--- config.mk ---
export PLATFORM = sky130hd
export DESIGN_NAME = fetch_unit_flat
export DESIGN_NICKNAME = d
export VERILOG_FILES = /design/src/rtl/fetch_pkg.sv /design/src/rtl/fetch_if.sv /design/src/rtl/fetch_queue.sv /design/src/rtl/fetch_unit.sv /design/src/flat_wrapper.sv
export SDC_FILE = /design/constraint.sdc
export NUM_CORES = 1
export LEC_CHECK = 0
export ABC_AREA = 1
export CAP_MARGIN = 20
export CORE_ASPECT_RATIO = 0.7
export CORE_UTILIZATION = 35
export CTS_CLUSTER_DIAMETER = 150
export DETAILED_ROUTE_END_ITERATION = 7
export PLACE_DENSITY = 0.6
export REMOVE_ABC_BUFFERS = 1
export SLEW_MARGIN = 20
export SYNTH_ARGS = -nofsm -noshare
export SYNTH_HDL_FRONTEND = slang
export SYNTH_HIERARCHICAL = 1
export SYNTH_SLANG_ARGS = --single-unit
--- constraint.sdc ---
create_clock -name clk -period 15.5 [get_ports clk]
set_input_delay 3.875 -clock clk [delete_from_list [all_inputs] [get_ports clk]]
set_output_delay 3.875 -clock clk [all_outputs]
set_load 0.05 [all_outputs]
--- src/rtl/fetch_pkg.sv ---
// rtl/fetch_pkg.sv - shared constants and entry type for the instruction-fetch front end
package fetch_pkg;

    localparam int QDEPTH_DEFAULT = 4;

    localparam logic [31:0] PC_STEP = 32'd4;

    typedef struct packed {
        logic [31:0] pc;
        logic [31:0] instr;
    } fetch_entry_t;

endpackage

--- src/rtl/fetch_if.sv ---
// rtl/fetch_if.sv - fetch bundle: instruction-memory port, redirect input and decode handshake
interface fetch_if;

    logic [31:0] imem_addr;
    logic [31:0] imem_data;
    logic        redirect_valid;
    logic [31:0] redirect_pc;
    logic        out_valid;
    logic        out_ready;
    logic [31:0] out_instr;
    logic [31:0] out_pc;
    logic [31:0] out_pc4;

    // Fetch unit side
    modport master (
        output imem_addr,
        input  imem_data,
        input  redirect_valid,
        input  redirect_pc,
        output out_valid,
        input  out_ready,
        output out_instr,
        output out_pc,
        output out_pc4
    );

    // Memory / execute / decode side
    modport slave (
        input  imem_addr,
        output imem_data,
        output redirect_valid,
        output redirect_pc,
        input  out_valid,
        output out_ready,
        input  out_instr,
        input  out_pc,
        input  out_pc4
    );

endinterface

--- src/rtl/fetch_queue.sv ---
// rtl/fetch_queue.sv - circular FIFO of fetched {pc, instr} entries with flush
module fetch_queue
    import fetch_pkg::*;
#(
    parameter int DEPTH = QDEPTH_DEFAULT
) (
    input  logic         clk,
    input  logic         rst,
    input  logic         push,
    input  fetch_entry_t push_entry,
    input  logic         pop,
    input  logic         flush,
    output logic         full,
    output logic         empty,
    output fetch_entry_t head_entry
);

    localparam int            AW         = $clog2(DEPTH);
    localparam logic [AW:0]   FULL_COUNT = (AW + 1)'(DEPTH);
    localparam logic [AW:0]   CNT_ONE    = (AW + 1)'(1);
    localparam logic [AW-1:0] PTR_ONE    = AW'(1);

    logic [AW-1:0] head;
    logic [AW-1:0] tail;
    logic [AW:0]   count;
    fetch_entry_t  mem [DEPTH];
    fetch_entry_t  last_entry;
    logic          do_push;
    logic          do_pop;

    assign full    = (count == FULL_COUNT);
    assign empty   = (count == '0);
    assign do_pop  = pop && !empty;
    // A full queue still accepts a push when the head leaves in the same cycle.
    assign do_push = push && (!full || do_pop);

    // Pointer and occupancy update; flush wins over any push/pop in the same cycle.
    always_ff @(posedge clk or negedge rst) begin
        if (!rst) begin
            head  <= '0;
            tail  <= '0;
            count <= '0;
        end else if (flush) begin
            head  <= '0;
            tail  <= '0;
            count <= '0;
        end else begin
            if (do_push) tail <= tail + PTR_ONE;
            if (do_pop)  head <= head + PTR_ONE;
            if (do_push && !do_pop)      count <= count + CNT_ONE;
            else if (!do_push && do_pop) count <= count - CNT_ONE;
        end
    end

    // Entry storage; contents are only meaningful below count, so no reset is needed.
    always_ff @(posedge clk) begin
        if (do_push && !flush) mem[tail] <= push_entry;
    end

    // Present the head slot, or hold the last presented entry while empty.
    always_comb begin
        head_entry = last_entry;
        if (!empty) head_entry = mem[head];
    end

    // Remember what was last presented so the outputs stay stable while empty.
    always_ff @(posedge clk or negedge rst) begin
        if (!rst) last_entry <= '0;
        else      last_entry <= head_entry;
    end

endmodule

--- src/rtl/fetch_unit.sv ---
// rtl/fetch_unit.sv - MIPS fetch front end: PC, imem address, fetch queue, redirect; FETCH_STATS_EN adds fetch/flush counters
module fetch_unit
    import fetch_pkg::*;
#(
    parameter logic [31:0] RESET_PC = 32'h0000_0000,
    parameter int          QDEPTH   = QDEPTH_DEFAULT
) (
    input  logic        clk,
    input  logic        rst,
    fetch_if.master     bus
`ifdef FETCH_STATS_EN
    ,
    output logic [31:0] fetch_count,
    output logic [31:0] flush_count
`endif
);

    logic [31:0]  pc;
    logic         full;
    logic         empty;
    logic         pop;
    logic         push;
    fetch_entry_t push_entry;
    fetch_entry_t head_entry;

    assign bus.imem_addr = pc;

    // Decode takes the head whenever something is presented and it is ready.
    assign pop  = !empty && bus.out_ready;
    // Redirect suppresses fetch; otherwise fetch whenever the queue can take a word.
    assign push = !bus.redirect_valid && (!full || pop);

    assign push_entry = '{pc: pc, instr: bus.imem_data};

    fetch_queue #(
        .DEPTH (QDEPTH)
    ) u_queue (
        .clk        (clk),
        .rst        (rst),
        .push       (push),
        .push_entry (push_entry),
        .pop        (pop),
        .flush      (bus.redirect_valid),
        .full       (full),
        .empty      (empty),
        .head_entry (head_entry)
    );

    assign bus.out_valid = !empty;
    assign bus.out_instr = head_entry.instr;
    assign bus.out_pc    = head_entry.pc;
    assign bus.out_pc4   = head_entry.pc + PC_STEP;

    // Program counter: redirect target takes priority, else step after each fetched word.
    always_ff @(posedge clk or negedge rst) begin
        if (!rst)                    pc <= RESET_PC;
        else if (bus.redirect_valid) pc <= bus.redirect_pc;
        else if (push)               pc <= pc + PC_STEP;
    end

`ifdef FETCH_STATS_EN
    // Count fetched words and redirects; a redirect cycle never fetches.
    always_ff @(posedge clk or negedge rst) begin
        if (!rst) begin
            fetch_count <= '0;
            flush_count <= '0;
        end else begin
            if (push)               fetch_count <= fetch_count + 32'd1;
            if (bus.redirect_valid) flush_count <= flush_count + 32'd1;
        end
    end
`endif

endmodule
--- src/flat_wrapper.sv ---
// flat-port wrapper written by rule: the top's interface ports become plain ports
module fetch_unit_flat import fetch_pkg::*;
#(
    parameter logic [31:0] RESET_PC = 32'h0000_0000,
    parameter int          QDEPTH   = QDEPTH_DEFAULT
)
  (clk, rst, bus_imem_addr, bus_imem_data, bus_redirect_valid, bus_redirect_pc, bus_out_valid, bus_out_ready, bus_out_instr, bus_out_pc, bus_out_pc4);
  fetch_if bus_i ();
  input  logic clk;
  input  logic rst;
  output wire logic [$bits(bus_i.imem_addr)-1:0] bus_imem_addr;
  input wire logic [$bits(bus_i.imem_data)-1:0] bus_imem_data;
  input wire logic [$bits(bus_i.redirect_valid)-1:0] bus_redirect_valid;
  input wire logic [$bits(bus_i.redirect_pc)-1:0] bus_redirect_pc;
  output wire logic [$bits(bus_i.out_valid)-1:0] bus_out_valid;
  input wire logic [$bits(bus_i.out_ready)-1:0] bus_out_ready;
  output wire logic [$bits(bus_i.out_instr)-1:0] bus_out_instr;
  output wire logic [$bits(bus_i.out_pc)-1:0] bus_out_pc;
  output wire logic [$bits(bus_i.out_pc4)-1:0] bus_out_pc4;
  assign bus_imem_addr = bus_i.imem_addr;
  assign bus_i.imem_data = bus_imem_data;
  assign bus_i.redirect_valid = bus_redirect_valid;
  assign bus_i.redirect_pc = bus_redirect_pc;
  assign bus_out_valid = bus_i.out_valid;
  assign bus_i.out_ready = bus_out_ready;
  assign bus_out_instr = bus_i.out_instr;
  assign bus_out_pc = bus_i.out_pc;
  assign bus_out_pc4 = bus_i.out_pc4;
  fetch_unit #(.RESET_PC(RESET_PC), .QDEPTH(QDEPTH)) u_core (.clk(clk), .rst(rst), .bus(bus_i));
endmodule
Yosys cells after proc, flatten, opt, wreduce, memory -nomap -nowiden
Memories as Yosys holds them, arrays and structs flattened.
Cells that the tools add are included.
Storage, ports and cells
  bits in registers: 103
  latch bits: 0
  RAM bits: 256
  bits in read-only memories: 0
  logic and storage cells: 45
  memories: 1
Operators by class
  add/subtract/negate cells: 6
  multiply operators: 0
  divide/modulo/power cells: 0
  magnitude comparators: 0
  equality and inequality tests: 1
  shift-type cells: 0
  mux-type cells: 12
  bitwise logic cells: 0
  reductions and logical operators: 19
Memory list
  u_core.u_queue.mem: depth 4, width 64, rd ports 1, clocked after memory_dff 0, wr ports 1, line fetch_queue.sv:26  | fetch_entry_t mem [DEPTH];
Operators by type and width (count)
  $add 32x3->32 const B: 2
  $mux 32: 2
  $mux 64: 1
  $mux 3: 3
  $mux 2: 4
  $logic_and 1x1->1: 7
  $reduce_bool 2->1: 3
  $logic_not 1->1: 5
  $add 2x1->2 const B: 2
  $add 3x1->3 const B: 1
  $eq 3x3->1 const B: 1
  $logic_not 3->1: 1
  $reduce_bool 3->1: 1
  $sub 3x1->3 const B: 1
  $logic_or 1x1->1: 2
  $mux 1: 2

Logic depth before layout (Yosys ltp)
Gate-level depths: netlist of the first run.
  depth in word-level cells: 11
  depth in mapped cells: 22

By module
Netlist of the first run, hierarchy kept.
Modules (own cells, without submodules)
  fetch_queue: times used 1, cells an instance 960, area an instance 12319.3 um2, seq. area each 9464.1 um2
  fetch_unit: times used 1, cells an instance 493, area an instance 3071.7 um2, seq. area each 800.8 um2

Worst setup path before layout of the first run
Ideal clock, no wire load.
  path kind: input port to flip-flop
  from: in bus_out_ready
  to: mem u_core/u_queue/mem[0][0] (netlist bit) (enable)
  setup time: 0.486 ns
  data arrival time: 7.437 ns
  required time: 15.014 ns
  setup slack: 7.576 ns
  cell stages on the path: 9
  buffers on the path: 1
  cell sequence: nand2_1 nand2_2 nand2_2 inv_2 buf_4 nand2_1 inv_1 nand2_1 nor2_1
On the way
  longest elaborated chain between the ends: 7
RTL lines
  from (decl): line flat_wrapper.sv:16  | input wire logic [$bits(bus_i.out_ready)-1:0] bus_out_ready;
  $logic_and 1x1->1: line fetch_unit.sv:29  | assign pop = !empty && bus.out_ready;
  $logic_or 1x1->1: line fetch_unit.sv:31  | assign push = !bus.redirect_valid && (!full || pop);
  $logic_and 1x1->1: line fetch_unit.sv:31
  net u_core.push: line fetch_unit.sv:22  | logic push;
  $logic_and 1x1->1: line fetch_queue.sv:35  | assign do_push = push && (!full || do_pop);
  $logic_and 1x1->1: line fetch_queue.sv:57  | if (do_push && !flush) mem[tail] <= push_entry;
  $mux 1: line fetch_queue.sv:57
  $mux 1 (implied by the code): line fetch_queue.sv:57
  to (decl): line fetch_queue.sv:26
The timed path passes the listed nets, and every way through them passes these cells.

Worst setup path in the final report of the first run
  from: reg u_core.u_queue.head[0]
  to: out bus_out_pc4[20]
On the way
  longest elaborated chain between the ends: 3
RTL lines
  from (decl): line fetch_queue.sv:23  | logic [AW-1:0] head;
  from (signal assigned): line fetch_queue.sv:49  | if (do_pop) head <= head + PTR_ONE;
  $mem_v2 4x64
  $mux 64: line fetch_queue.sv:63  | if (!empty) head_entry = mem[head];
  $add 32x3->32: line fetch_unit.sv:52  | assign bus.out_pc4 = head_entry.pc + PC_STEP;
  to (decl): line flat_wrapper.sv:19  | output wire logic [$bits(bus_i.out_pc4)-1:0] bus_out_pc4;
No other way between the ends.

==> key figures, run 1 <==
Logic synthesis
  – Largest family of logic cells by synthesized area: simple AND/OR/NAND/NOR gates
  – Synth area leader: edfxtp_1
  – Synth top area cells: edfxtp_1 (50%), dfrtp_1 (17%), nor2_1 (9.3%)
  – Number of synthesized flops with an enable pin: approximately 260
  – Mean post-synth cell area: around 11 um^2
  – Adder-cell share of the synthesized area: less than 1%
  – Synth cell types: 36
  – Register area share after synthesis: 66.69%
  – Register bit total from synthesis: approximately 360
  – Prevailing post-synth register cell: edfxtp_1
  – Synthesized-area fraction occupied by and/or/nand/nor cells: 18.59%
  – Compound-cell area share of the yosys netlist: under 10%
  – Post-Syn Area: around 15000 um^2
  – Top-area cell type share of the netlist area: ~50%
  – Proportion of synthesized area in mux cells: 0%
  – Synthesis warning total: 6
  – Mapped Cells: roughly 1500
  – XOR/XNOR share of the synthesized area: roughly 2.1%
  – FFs w/ async S/R, synth: approximately 29%

Clock tree
  – Clk buf depth: 3
  – Post-CTS Resized: 0
  – Num CTS Buffers: 38
  – CTS tree: yes
  – CTS clk-pin slew, worst paths: around 0.06 ns
  – Hold buffers post-CTS: 0
  – Sink Count: 359
  – Skew-Pair Late Insertion Delay: 0.53 ns
  – H-tree depth: 2
  – Clock root buffer: clkbuf_16
  – Post-CTS setup buffer count: 0

Finish
  – Commonest non-fill, non-tap cell in the layout: nor2_1
  – Fin nets: between 1500 and 2000
  – Fin area: ~19000 um^2
  – Share of layout cells above drive strength 1: between 7 and 8%
  – Most frequent cells in the layout: nor2_1 (376), edfxtp_1 (256), nand2_1 (198)
  – Fillers: ~4000
  – Area Growth Syn to Fin: 24.45%

Placed design
  – Routability cong.: 0.8607
  – Hpwl dp: ~28 mm
  – Port bufs: 196
  – Placed Area: between 15000 and 20000 um^2

Route
  – Drt first pass iters: 7
  – Via density: 4.901
  – Drt total wl: approximately 44 mm
  – Antenna viol nets, final: 0
  – Via count: between 10000 and 15000
  – DRC Markers: 0
  – DRT iter0 DRCs: between 600 and 700
  – Wirelength per Cell: around 19 um

Setup path
  – Worst Path Required: around 12 ns
  – Crit start category: flip-flop
  – Critical-path maximum fanout: 74
  – Crit path DAT: about 5.5 ns
  – Kind of critical path: flip-flop to output port
  – Critical path endpoint category: output port

STA
  – Max_slew headroom: between 30% and 40%
  – Slew @ Worst Pin: 1.003 ns
  – Pins Over Slew Limit: 0
  – Final setup violation count: 0
  – Setup TNS: 0 ns
  – RSZ-0062 raised after global routing: false
  – Crit path time final: roughly 9.4 ns
  – Fin Hold WS: between 0.5 and 0.6 ns
  – Fmax achieved: 106.6 MHz
  – Post-route clock period utilization: between 60% and 70%
  – Worst Skew: approximately 0.017 ns
  – Final Hold Fails: 0

Global route
  – GR Overflow Total: 0
  – First-pass GRT wire length: ~66 mm
  – Largest net degree at the start of global routing: 87
  – Vias in the first global route: 10670
  – Initial antenna violation count: 0
  – Overall routing resource usage: 19.50%

Floorplanning
  – I/O pin count: a little under 200
  – Core Area: around 43000 um^2
  – Starting density of the core: a little over a third
  – Die X: about 250 um
  – Std cell rows: 63
  – Die Y: 177.5 um
  – Die Area: around 45000 um^2

Flow run
  – MaxCap Viol Count: 0

Min path
  – Hold WC Path Type: flip-flop to flip-flop

Run status
  – Status: complete, no violations
-- layout make-up --
type | instances | area, um^2 | share of cell area, %
diodes | 1 | 2.502 | 0.01306
multi-input cells | 952 | 4533 | 23.67
well taps | 585 | 732.0 | 3.821
inverters | 77 | 290.3 | 1.515
repair buffers | 214 | 2095 | 10.93
clock inverters | 18 | 181.4 | 0.9472
clock buffers | 51 | 1051 | 5.487
flip-flops and latches | 359 | 10270 | 53.62
-- layer usage --
metal / share of wire (%) / global-route usage [%] / vias to the layer above
li1: - / - / 5330
met1: 48 / 28.48 / 5304
met2: 43 / 29.30 / 371
met3: 7.2 / 4.327 / 57
met4: 1.8 / 4.747 / 0
met5: 0 / 0 / -
-- through the flow --
| step | cells | setup WS (ns) | util [%] |
|---|---|---|---|
| final | 2257 | 6.116 | 44.67 |
| after detailed placement | 2187 | 6.654 | 41.79 |
| after floorplan | 1388 | 5.576 | - |
| after global routing | 2256 | 5.740 | 44.66 |
| after CTS | 2256 | 6.090 | 44.66 |
| after global placement | 2187 | 6.645 | 41.79 |
-- registers in the layout, indices dropped and copies added, names as in the netlist --
name and flops:
u_core/bus.imem_addr 32, u_core/u_queue/head 2, u_core/u_queue/count 3, u_core/u_queue/mem 256, u_core/u_queue/last_entry 64, u_core/u_queue/tail 2
-- worst paths after layout --
kind	end	cells past startpoint	slack [ns]	from
worst max-delay path	bus_out_pc4[20]	13	6.12	u_core/u_queue/head[0]
worst min-delay path	u_core/u_queue/count[0]	2	0.54	u_core/u_queue/count[0]
worst max register to register	u_core/u_queue/mem[1][9]	13	11.19	u_core/u_queue/count[2]
worst min register to register	u_core/u_queue/count[0]	2	0.54	u_core/u_queue/count[0]
max in group asynchronous	u_core/u_queue/head[0]	2	10.60	rst
min in group asynchronous	u_core/u_queue/last_entry[42]	1	3.39	rst
-- synthesized netlist by cell type, types with 2 or more instances --
cell type,number
a21oi_1,4
a22o_1,2
a31oi_1,65
buf_1,7
buf_2,22
buf_4,18
clkbuf_1,18
dfrtp_1,103
edfxtp_1,256
ha_1,6
inv_1,71
inv_2,5
nand2_1,198
nand2_2,8
nand2_4,3
nand3_1,54
nand3b_1,5
nand4_1,10
nor2_1,380
nor2_2,9
nor2_4,6
nor3_1,12
o211ai_1,8
o21ai_0,130
o21ai_1,6
o21bai_1,2
xnor2_1,13
xor2_1,24
-- cells by family after synthesis --
| kind of cell | Yosys count |
|---|---|
| AND/OR/NAND/NOR | 689 |
| XOR/XNOR | 37 |
| AO/OA/AOI/OAI | 219 |
| adder cells (fa/ha/maj) | 7 |
| flip-flops | 359 |
| buffers and inverters | 142 |
-- worst max-delay path, stage by stage (launching register included) --
cell,delay [ns]
dfrtp_4,0.71
clkinv_2,0.59
buf_4,0.71
o21ai_0,0.21
a31oi_1,0.54
ha_1,0.34
nand3_4,0.12
nor2_4,0.17
nand2_4,0.10
nor2_8,0.16
nand2_4,0.06
nor2_2,0.10
xor2_1,0.23
clkdlybuf4s50_1,0.86
Power of run 1 is not shown: default switching activity piles up to over one toggle a cycle in this logic, so the estimate is an artifact.
==> run 2, diff against run 1 <==
clock period = 9.58 ns   (was 15.5 ns; I/O delays follow)
==> key figures, run 2 (same netlist as run 1, synthesis figures left out) <==
STA
  – Pins Over Slew Limit: 0 (unchanged)
  – RSZ-0062 raised after global routing: false
  – Crit path time final: 7.816 ns
  – Slew @ Worst Pin: 1.066 ns (+0.06382 ns)
  – Worst Skew: 0.02148 ns (+0.003992 ns)
  – Fin Hold WS: 0.5360 ns (-0.007263 ns)
  – Final setup violation count: 0 (unchanged)
  – Final Hold Fails: 0 (unchanged)
  – Final worst slack: 1.764 ns (-4.352 ns)
  – Post-route clock period utilization: about four fifths
  – Max_slew headroom: 28.91% (-3.9 points)
  – Setup TNS: 0 ns (unchanged)
  – Fmax achieved: roughly 130 MHz

Clock tree
  – Post-CTS Resized: 0 (unchanged)
  – CTS tree: yes
  – Post-CTS setup buffer count: 0 (unchanged)
  – Num CTS Buffers: 38 (unchanged)
  – Skew-Pair Late Insertion Delay: 0.54 ns (about the same)
  – H-tree depth: 2 (unchanged)
  – Hold buffers post-CTS: 0 (unchanged)
  – Clk buf depth: 3 (unchanged)
  – CTS clk-pin slew, worst paths: 0.06 ns (about the same)
  – Sink Count: 359 (unchanged)
  – Clock root buffer: clkbuf_16

Global route
  – First-pass GRT wire length: 66.85 mm (+1.8%)
  – GR Overflow Total: 0 (unchanged)
  – Largest net degree at the start of global routing: 93 (+6.9%)
  – Overall routing resource usage: 19.97% (+0.47 points)
  – Initial antenna violation count: 3 (+3)
  – Vias in the first global route: 10800 (+1.2%)

Finish
  – Share of layout cells above drive strength 1: 6.878% (-0.12 points)
  – Most frequent cells in the layout: nor2_1 (376), edfxtp_1 (256), nand2_1 (198)
  – Commonest non-fill, non-tap cell in the layout: nor2_1
  – Area Growth Syn to Fin: 24.27%
  – Fin area: 19130 um^2 (-0.14%)
  – Max reg flops: 256 (unchanged)
  – Fin nets: 1718 (+0.058%)
  – Register with the most flip-flops: u_core/u_queue/mem

Floorplanning
  – Core Area: 42880 um^2 (unchanged)
  – Die X: 252.6 um (unchanged)
  – I/O pin count: 197 (unchanged)
  – Die Area: 44830 um^2 (unchanged)
  – Die Y: 177.5 um (unchanged)
  – Starting density of the core: 35.89% (unchanged)
  – Std cell rows: 63 (unchanged)

Route
  – Via count: 11190 (+1.2%)
  – Drt first pass iters: 5 (-2)
  – DRT iter0 DRCs: 989 (+44%)
  – DRC Markers: 0 (unchanged)
  – Drt total wl: 44.18 mm (+1.5%)
  – Via density: 4.949 (+0.98%)
  – Antenna viol nets, final: 0 (unchanged)
  – Wirelength per Cell: 19.54 um (+1.3%)

Setup path
  – Kind of critical path: flip-flop to output port
  – Critical-path maximum fanout: 92 (+24%)
  – Critical path endpoint category: output port
  – Crit path DAT: 5.42 ns (-0.09 ns)
  – Crit start category: flip-flop
  – Worst Path Required: 7.19 ns (-4.43 ns)

Min path
  – Hold WC Path Type: flip-flop to flip-flop

Placed design
  – DP Worst Slack: 2.373 ns (-4.281 ns)
  – Hpwl dp: 28.62 mm (+3.7%)
  – Routability cong.: 0.8815 (+2.4%)
  – Port bufs: 196 (unchanged)
  – Placed Area: 17930 um^2 (about the same)

Run status
  – Status: complete, no violations

Flow run
  – MaxCap Viol Count: 0 (unchanged)
run 2: routing by layer:
layer	routed length (um)	part of all wire, %	global-route usage, %	vias to the layer above
met5	0	0	0	-
met4	934	2.1	5.480	0
met3	3522	8.0	4.576	72
met2	19130	43	29.81	403
met1	20600	47	29.00	5387
li1	-	-	-	5328
run 2: final timing paths:
path | from | to | slack, ns | cells after the start
setup reg to reg | u_core/u_queue/count[2] | u_core/u_queue/mem[3][7] | 5.12 | 13
hold reg to reg | u_core/u_queue/count[0] | u_core/u_queue/count[0] | 0.54 | 2
max in group asynchronous | rst | u_core/u_queue/head[0] | 6.13 | 2
hold / removal | u_core/u_queue/count[0] | u_core/u_queue/count[0] | 0.54 | 2
min in group asynchronous | rst | u_core/u_queue/last_entry[51] | 1.91 | 1
setup / recovery | u_core/u_queue/head[0] | bus_out_pc4[20] | 1.76 | 14
run 2: stage by stage:
stage / util [%] / std cells
3_5_place_dp: 41.82 / 2188
6_report: 44.60 / 2261
3_3_place_gp: 41.81 / 2188
4_1_cts: 44.57 / 2257
2_1_floorplan: - / 1388
5_1_grt: 44.59 / 2258
run 2: final cells by class:
class                   instances  area, um^2
diodes                          4       10.01
clock buffers                  49        1023
clock inverters                20       153.9
fillers                      4018       23750
inverters                      77       290.3
multi-input cells             952        4546
flip-flops and latches        359       10270
well taps                     585       732.0
repair buffers                215        2102
run 2: worst max-delay path, stage by stage (launching register included):
cell and delay (ns):
dfrtp_4 0.71, buf_4 0.84, nor2_1 0.11, nor2_1 0.11, o21ai_0 0.11, a31oi_1 0.74
ha_1 0.37, nand3_4 0.14, nor2_4 0.17, nand2_4 0.09, nor2_8 0.16, nand2_4 0.07
nor2_2 0.10, xor2_1 0.20, clkdlybuf4s50_1 0.85
Power of run 2 is left out for the same reason.
